[src/rtl/round_timer_ctrl.sv]
// Round countdown controller for the math game.
// Turns 1 ms ticks into whole seconds and signals timeout.
module round_timer_ctrl #(
    parameter int MS_PER_SEC = 1000,
    parameter int MAX_SEC    = 99,
    parameter int WARN_SEC   = 10
) (
    input  logic       clk,
    input  logic       rst,
    input  logic       start,
    input  logic       pause,
    input  logic       abort,
    input  logic [6:0] load_sec,
    input  logic       tick_ms,
    output logic       tick_en,
    output logic [6:0] sec_left,
    output logic [3:0] bcd_tens,
    output logic [3:0] bcd_ones,
    output logic       running,
    output logic       paused,
    output logic       warn,
    output logic       expired,
    output logic       done
);

    localparam int MSW = (MS_PER_SEC > 1) ? $clog2(MS_PER_SEC) : 1;
    localparam logic [MSW-1:0] MS_LAST = MSW'(MS_PER_SEC - 1);
    localparam logic [6:0] MAX7  = 7'(MAX_SEC);
    localparam logic [6:0] WARN7 = 7'(WARN_SEC);

    typedef enum logic [1:0] {
        IDLE,
        RUN,
        PAUSE,
        EXPIRED
    } state_t;

    state_t         state_q;
    state_t         state_d;
    logic [MSW-1:0] ms_q;
    logic [MSW-1:0] ms_d;
    logic [6:0]     sec_d;
    logic           exp_d;
    logic [6:0]     load_clamp;

    // Round length limited to what two BCD digits can show.
    assign load_clamp = (load_sec > MAX7) ? MAX7 : load_sec;

    // State, counters and registered outputs.
    always_ff @(posedge clk or negedge rst) begin
        if (!rst) begin
            state_q  <= IDLE;
            ms_q     <= '0;
            sec_left <= '0;
            tick_en  <= 1'b0;
            expired  <= 1'b0;
        end else begin
            state_q  <= state_d;
            ms_q     <= ms_d;
            sec_left <= sec_d;
            tick_en  <= (state_d == RUN);
            expired  <= exp_d;
        end
    end

    // Next state; abort beats start beats pause beats tick.
    always_comb begin
        state_d = state_q;
        ms_d    = ms_q;
        sec_d   = sec_left;
        exp_d   = 1'b0;
        if (abort) begin
            state_d = IDLE;
            ms_d    = '0;
            sec_d   = '0;
        end else if (start) begin
            ms_d  = '0;
            sec_d = load_clamp;
            if (load_clamp != 7'd0) begin
                state_d = RUN;
            end else begin
                state_d = EXPIRED;
                exp_d   = 1'b1;
            end
        end else if (pause) begin
            if (state_q == RUN) begin
                state_d = PAUSE;
            end else if (state_q == PAUSE) begin
                state_d = RUN;
            end
        end else if (tick_ms && state_q == RUN) begin
            if (ms_q != MS_LAST) begin
                ms_d = ms_q + 1'b1;
            end else begin
                ms_d = '0;
                if (sec_left != 7'd0) begin
                    sec_d = sec_left - 7'd1;
                end
                if (sec_left == 7'd1) begin
                    state_d = EXPIRED;
                    exp_d   = 1'b1;
                end
            end
        end
    end

    // Status flags decoded from the state register.
    always_comb begin
        running = (state_q == RUN);
        paused  = (state_q == PAUSE);
        done    = (state_q == EXPIRED);
        warn    = (running || paused) && (sec_left != 7'd0)
                  && (sec_left <= WARN7);
    end

    // Binary to two-digit BCD by repeated subtraction of ten.
    always_comb begin
        logic [6:0] rem;
        logic [3:0] tens;
        rem  = sec_left;
        tens = 4'd0;
        for (int i = 0; i < 9; i++) begin
            if (rem >= 7'd10) begin
                rem  = rem - 7'd10;
                tens = tens + 4'd1;
            end
        end
        bcd_tens = tens;
        bcd_ones = rem[3:0];
    end

endmodule

[config.mk]
export PLATFORM = sky130hd
export DESIGN_NAME = round_timer_ctrl
export DESIGN_NICKNAME = d
export VERILOG_FILES = /design/src/rtl/round_timer_ctrl.sv
export SDC_FILE = /design/constraint.sdc
export NUM_CORES = 1
export LEC_CHECK = 0
export CORE_MARGIN = 2
export CORE_UTILIZATION = 55
export CTS_CLUSTER_SIZE = 8
export DETAILED_ROUTE_END_ITERATION = 12
export GPL_ROUTABILITY_DRIVEN = 0
export PLACE_DENSITY_LB_ADDON = 0.2
export SYNTH_ARGS = -nofsm -noshare
export SYNTH_HDL_FRONTEND = slang
export SYNTH_SLANG_ARGS = --single-unit
export TNS_END_PERCENT = 5
[constraint.sdc]
create_clock -name clk -period 12.2 [get_ports clk]
set_clock_uncertainty 0.2 [all_clocks]
set_input_delay 2.44 -clock clk [delete_from_list [all_inputs] [get_ports clk]]
set_output_delay 2.44 -clock clk [all_outputs]
set_load 0.1 [all_outputs]
# Yosys cells after proc, flatten, opt, wreduce, memory -nomap -nowiden
# Cells that the tools add are included.
# op_classes
addsub,19
order_cmp,11
eq_ne,8
mux,46
reduce_logical,10
# op_table
operator,count
two-way mux 7 bit,15
>= comparator 7 x 4 -> 1 bit (second input constant),9
subtractor 7 x 4 -> 7 bit (second input constant),8
two-way mux 10 bit,5
two-way mux 4 bit,9
adder 4 x 1 -> 4 bit (second input constant),8
two-way mux 2 bit,9
nonzero test 7 bit,2
adder 10 x 1 -> 10 bit (second input constant),1
!= test 10 bit (second input constant),1
two-way mux 1 bit,8
== test 7 x 1 -> 1 bit (second input constant),1
greater-than comparator 7 bit (second input constant),1
less-or-equal comparator 7 x 4 -> 1 bit (second input constant),1
subtractor 7 x 1 -> 7 bit (second input constant),1
nonzero test 3 bit,2
== test 2 x 1 -> 1 bit (second input constant),2
== test 2 bit (second input constant),2
AND reduction 4 bit,1
subtractor 4 bit (second input constant),1
logical AND 1 bit,3
!= test 3 x 2 -> 1 bit (second input constant),1
!= test 3 bit (second input constant),1
AND reduction 2 bit,1
logical OR 1 bit,1
# totals
register_bits,21
in_bits,13
word_cells,99

# Depth between registers and ports, before layout
# logic_depth
word_depth,18
ltp_mapped,45
ltp_nobuf,39

# Least setup slack after synthesis
# No wires, ideal clock.
# synth_path
path_type,reg2out
from,reg sec_left[1]
to,out bcd_ones[3]
arrival_time_ps,10055
required_time_ps,9560
setup_slack_ps,-495
stages_incl_launch_ff,39
cell_sequence,dfrtp_1 -> buf_2 -> inv_1 -> ha_1 -> and2b_1 -> nor4_2 -> or2_1 -> buf_4 -> inv_2 -> ha_1 -> nor3_1 -> a31oi_1 -> o21ai_2 -> a31oi_1 -> a41o_1 -> o32ai_1 -> a2111oi_4 -> nor2_2 -> (+3 left out) -> ha_1 -> nand2_1 -> a21oi_1 -> a21bo_4 -> and2_2 -> buf_6 -> xnor2_2 -> inv_1 -> ha_1 -> nand2_1 -> nand2_1 -> a211oi_1 -> a311oi_1 -> or2_2 -> a21oi_1 -> ha_1 -> inv_1 -> o21ai_0
# synth_between
elab_chain_len,18
elab_cells_between_ends,27
classes_between,add/sub (9); order compare (9); mux (9)
# synth_rtl
item,line_no,rtl
"start, declared",16,"output logic [6:0] sec_left,"
"start signal, assigned",54,sec_left <= '0;
"start signal, assigned",60,sec_left <= sec_d;
subtractor 7 x 4 -> 7 bit / >= comparator 7 x 4 -> 1 bit (equally long branches),"124, 123",
two-way mux 7 bit (*),123,if (rem >= 7'd10) begin
subtractor 7 x 4 -> 7 bit / >= comparator 7 x 4 -> 1 bit (equally long branches),"124, 123",
two-way mux 7 bit (*),123,
subtractor 7 x 4 -> 7 bit / >= comparator 7 x 4 -> 1 bit (equally long branches),"124, 123",
two-way mux 7 bit (*),123,
subtractor 7 x 4 -> 7 bit / >= comparator 7 x 4 -> 1 bit (equally long branches),"124, 123",
two-way mux 7 bit (*),123,
(+2 left out),--,
subtractor 7 x 4 -> 7 bit / >= comparator 7 x 4 -> 1 bit (equally long branches),"124, 123",
two-way mux 7 bit (*),123,
subtractor 7 x 4 -> 7 bit / >= comparator 7 x 4 -> 1 bit (equally long branches),"124, 123",
two-way mux 7 bit (*),123,
subtractor 7 x 4 -> 7 bit / >= comparator 7 x 4 -> 1 bit (equally long branches),"124, 123",
two-way mux 7 bit (*),123,
>= comparator 7 x 4 -> 1 bit / subtractor 4 bit (equally long branches),"123, 124",
two-way mux 4 bit (*),123,
"end, declared",18,"output logic [3:0] bcd_ones,"
# Mark *: on every way between the ends. The rest lies on a longest branch, timed or not.

# Worst setup path after layout
# layout_path
from,reg sec_left[5]
to,out bcd_tens[3]
# layout_between
elab_chain_len,18
elab_cells_between_ends,42
classes_between,add/sub (16); order compare (9); mux (17)
# layout_rtl
item,line_no,rtl
subtractor 7 x 4 -> 7 bit / >= comparator 7 x 4 -> 1 bit (equally long branches),"124, 123",
two-way mux 7 bit / two-way mux 1 bit (equally long branches),123,
"subtractor 7 x 4 -> 7 bit, or another cell as far along",124,rem = rem - 7'd10;
two-way mux 7 bit / two-way mux 4 bit (equally long branches),123,
"subtractor 7 x 4 -> 7 bit, or another cell as far along",124,
two-way mux 7 bit / two-way mux 4 bit (equally long branches),123,
"subtractor 7 x 4 -> 7 bit, or another cell as far along",124,
two-way mux 7 bit / two-way mux 4 bit (equally long branches),123,
(+2 left out),--,
"subtractor 7 x 4 -> 7 bit, or another cell as far along",124,
two-way mux 7 bit / two-way mux 4 bit (equally long branches),123,
"subtractor 7 x 4 -> 7 bit, or another cell as far along",124,
two-way mux 7 bit / two-way mux 4 bit (equally long branches),123,
"subtractor 7 x 4 -> 7 bit, or another cell as far along",124,
two-way mux 7 bit / two-way mux 4 bit (equally long branches),123,
>= comparator 7 x 4 -> 1 bit / adder 4 x 1 -> 4 bit (equally long branches),"123, 125",
two-way mux 4 bit (*),123,
"end, declared",17,"output logic [3:0] bcd_tens,"
# Marked as above.

==> impl_metrics.yaml <==
yosys:
  avgSynthCellArea_um2: 7.60
  ys_warn_count: 0
  postSynthCellCount: 503
  netlist_area_mm2: 0.00382
  synth_compound_gate_area_share: 0.335
  synth.distinct_cells: 86
  synth_top_area_share: 0.137
  yosysTopAreaCell: "dfrtp_1"
  synthAdderAreaFrac: 0.0753
  async_flop_share: 1.00
  synth_ff_type: "dfrtp_1"
  synth-xor-area-share: 0.0707
  synthMuxAreaShare: 0.0363
  synth_top_family_by_area: "compound AO/OA/AOI/OAI gates"
  yosysSeqAreaShare: 0.137
  synth_area_leaders: "dfrtp_1 14%, ha_1 7.5%, nand2_1 5.3%"
  synth_edf_count: 0
  yosys.area_share.simple: 0.293
  syn-num-nets: 539
  synth_seq_cells: 21
sta:
  worst_slew_pin_slew_ps: 1130
  setup_viol: 0
  min_period_ps: 11830
  relSlewSlack: 0.238
  drv_slew: 0
  final-hold-violation-count: 0
  hold_ws_ps: 281
  fmax_ghz: 0.0846
  fin_crit_sh: 0.969
critical_path:
  startpoint_type: "flip-flop"
  r2r_slack_ps: 9290
  crit_end: "bcd_tens[3]"
  r2r_cells: 7
  r2r-end: "sec_left[5]"
  critical_path.most_common_cell: "ha_1"
  critical_path_arrival_ps: 9190
  critPathKind: "reg2out"
  crit_required_ps: 9560
  critPathSlowestCell: "or3_1"
  cp-end-kind: "output pin"
  cp_slowest_stage_delay_ps: 610
  r2r_start: "sec_left[0]"
  crit_fanout: 12
  crit_path_start: "sec_left[5]"
clock_network:
  clockBufferDepth: 2
  worstSkewPairLatency_ps: 270
  path_clk_slew_ps: 80
  cts-root-buf: "clkbuf_8"
  hold_buffers: 0
  cts_tree: "built"
  h-tree-depth: 1
  tritoncts.num_buffers: 3
  clock-sinks: 21
routing:
  wl_um: 11100
  ant_nets: 0
  post_drt_wl_per_cell_um: 18.1
  via_count: 4228
  drc: 0
  routed_via_density: 6.90
  drt_first_pass_iters: 6
  drt-initial-drc-count: 380
final_layout:
  nNetsFinal: 570
  nFillCells: 593
  area_growth_pct: 14.6
  multi_input_area_mm2: 0.00316
  layout-drive-gt1-share: 0.159
  diodes: 0
  register_area_um2: 527
grt:
  antenna_found_initial: 0
  grt_pass1_wl_um: 17800
  grt_start_max_net_pins: 22
  grt_pass1_vias: 3734
  track_usage: 0.282
  grt_overflow: 0
floorplanning:
  dieWidth_um: 87.4
  num_rows: 30
  die-area_mm2: 0.00763
  die_h_um: 87.4
  coreArea_mm2: 0.00676
  io_pins: 34
  start_util: 0.566
flow_run:
  drv_cap: 0
placement:
  dpl.hpwl_um: 8360
  io_buffer_count: 33
worst_hold_path:
  holdCritPathClass: "reg2reg"
outcome:
  status: "finished, final reports clean"
==> through the flow <==
step / instances / setup TNS, ps / utilization / worst slack, ps / area [µm²]
floorplan: 503 / -1260 / - / -450 / 3820
global placement: 606 / 0 / 0.628 / 764 / 4240
detailed placement: 606 / 0 / 0.628 / 358 / 4240
CTS: 610 / 0 / 0.635 / 14.1 / 4290
global route: 613 / -131 / 0.648 / -131 / 4380
finish: 613 / 0 / 0.648 / 374 / 4380
==> flip-flops by register name, summed over array words and instances (netlist names) <==
register / cells
state_q: 2
ms_q: 10
expired: 1
sec_left: 7
tick_en: 1
==> cell families (layout without fill, tap and decap cells) <==
family	Yosys count	count (layout)
buffers and inverters	40	70
DFF	21	21
and+or+nand+nor	214	214
xor gates and xnor gates	30	30
muxes	12	12
adders and majority gates	23	23
AOI/OAI and AO/OA	163	163
==> critical path, delay by kind of cell, from the launching register on <==
kind / cells / cell delay [ps]
AND/OR/NAND/NOR: 12 / 2720
adder cells (fa/ha/maj): 4 / 970
XOR/XNOR: 3 / 710
AO/OA/AOI/OAI: 14 / 3250
flip-flops: 1 / 550
buffers and inverters: 5 / 700
==> cell usage in the layout, fill, tap and decap left out, types with 19 or more instances in the layout <==
cell	instances
nand2_1	53
nor2_1	47
o21ai_0	31
clkdlybuf4s50_1	26
ha_1	23
nand3_1	22
a21oi_1	22
dfrtp_1	20
xnor2_1	19
inv_1	19
==> cells in the mapped netlist, types with 5 or more instances <==
library cell and count:
mux2_2 6, nor2_1 48, nand4_1 8, clkbuf_1 5
nor3_1 19, xor2_1 9, a211o_1 5, nand2_1 54
nor4_1 9, a31oi_1 12, o21ai_0 33, o211ai_1 5
nand3_1 22, ha_1 23, o21ai_1 8, a21oi_1 22
inv_1 20, nand2b_1 6, xnor2_1 20, o31ai_1 8
buf_2 6, dfrtp_1 21, o21a_1 8
==> cell type report <==
| class | instances | share of cell area |
|---|---|---|
| clock inverters | 1 | 0.00114 |
| inverters | 22 | 0.0197 |
| well taps | 80 | 0.0229 |
| flip-flops and latches | 21 | 0.120 |
| repair buffers | 44 | 0.105 |
| multi-input cells | 442 | 0.722 |
| clock buffers | 3 | 0.00943 |
==> per-layer routing <==
layer | share of wire | wire (µm) | track usage
met3 | 0.080 | 888 | 0.0464
met2 | 0.46 | 5080 | 0.450
met5 | 0 | 0 | 0
met1 | 0.44 | 4940 | 0.394
met4 | 0.019 | 211 | 0.0699
==> repair_timing <==
item | in CTS | in global routing
buffers inserted | 0 | 3
endpoints found under the setup margin | 0 | 7
gates resized for setup | 0 | 17
==> worst min-delay path by stage <==
stage             from  cells past startpoint  slack (ps)  endpoint
2_1_floorplan  ms_q[9]                      1         250   ms_q[9]
3_3_place_gp   ms_q[9]                      1         270   ms_q[9]
3_5_place_dp   ms_q[9]                      1         270   ms_q[9]
4_1_cts        ms_q[9]                      1         280   ms_q[9]
5_1_grt        ms_q[9]                      1         330   ms_q[9]
6_report       ms_q[9]                      1         280   ms_q[9]
Power is left out: the tool's default activity adds up to more than one toggle a clock period on the data nets, which glitch-free logic cannot reach.
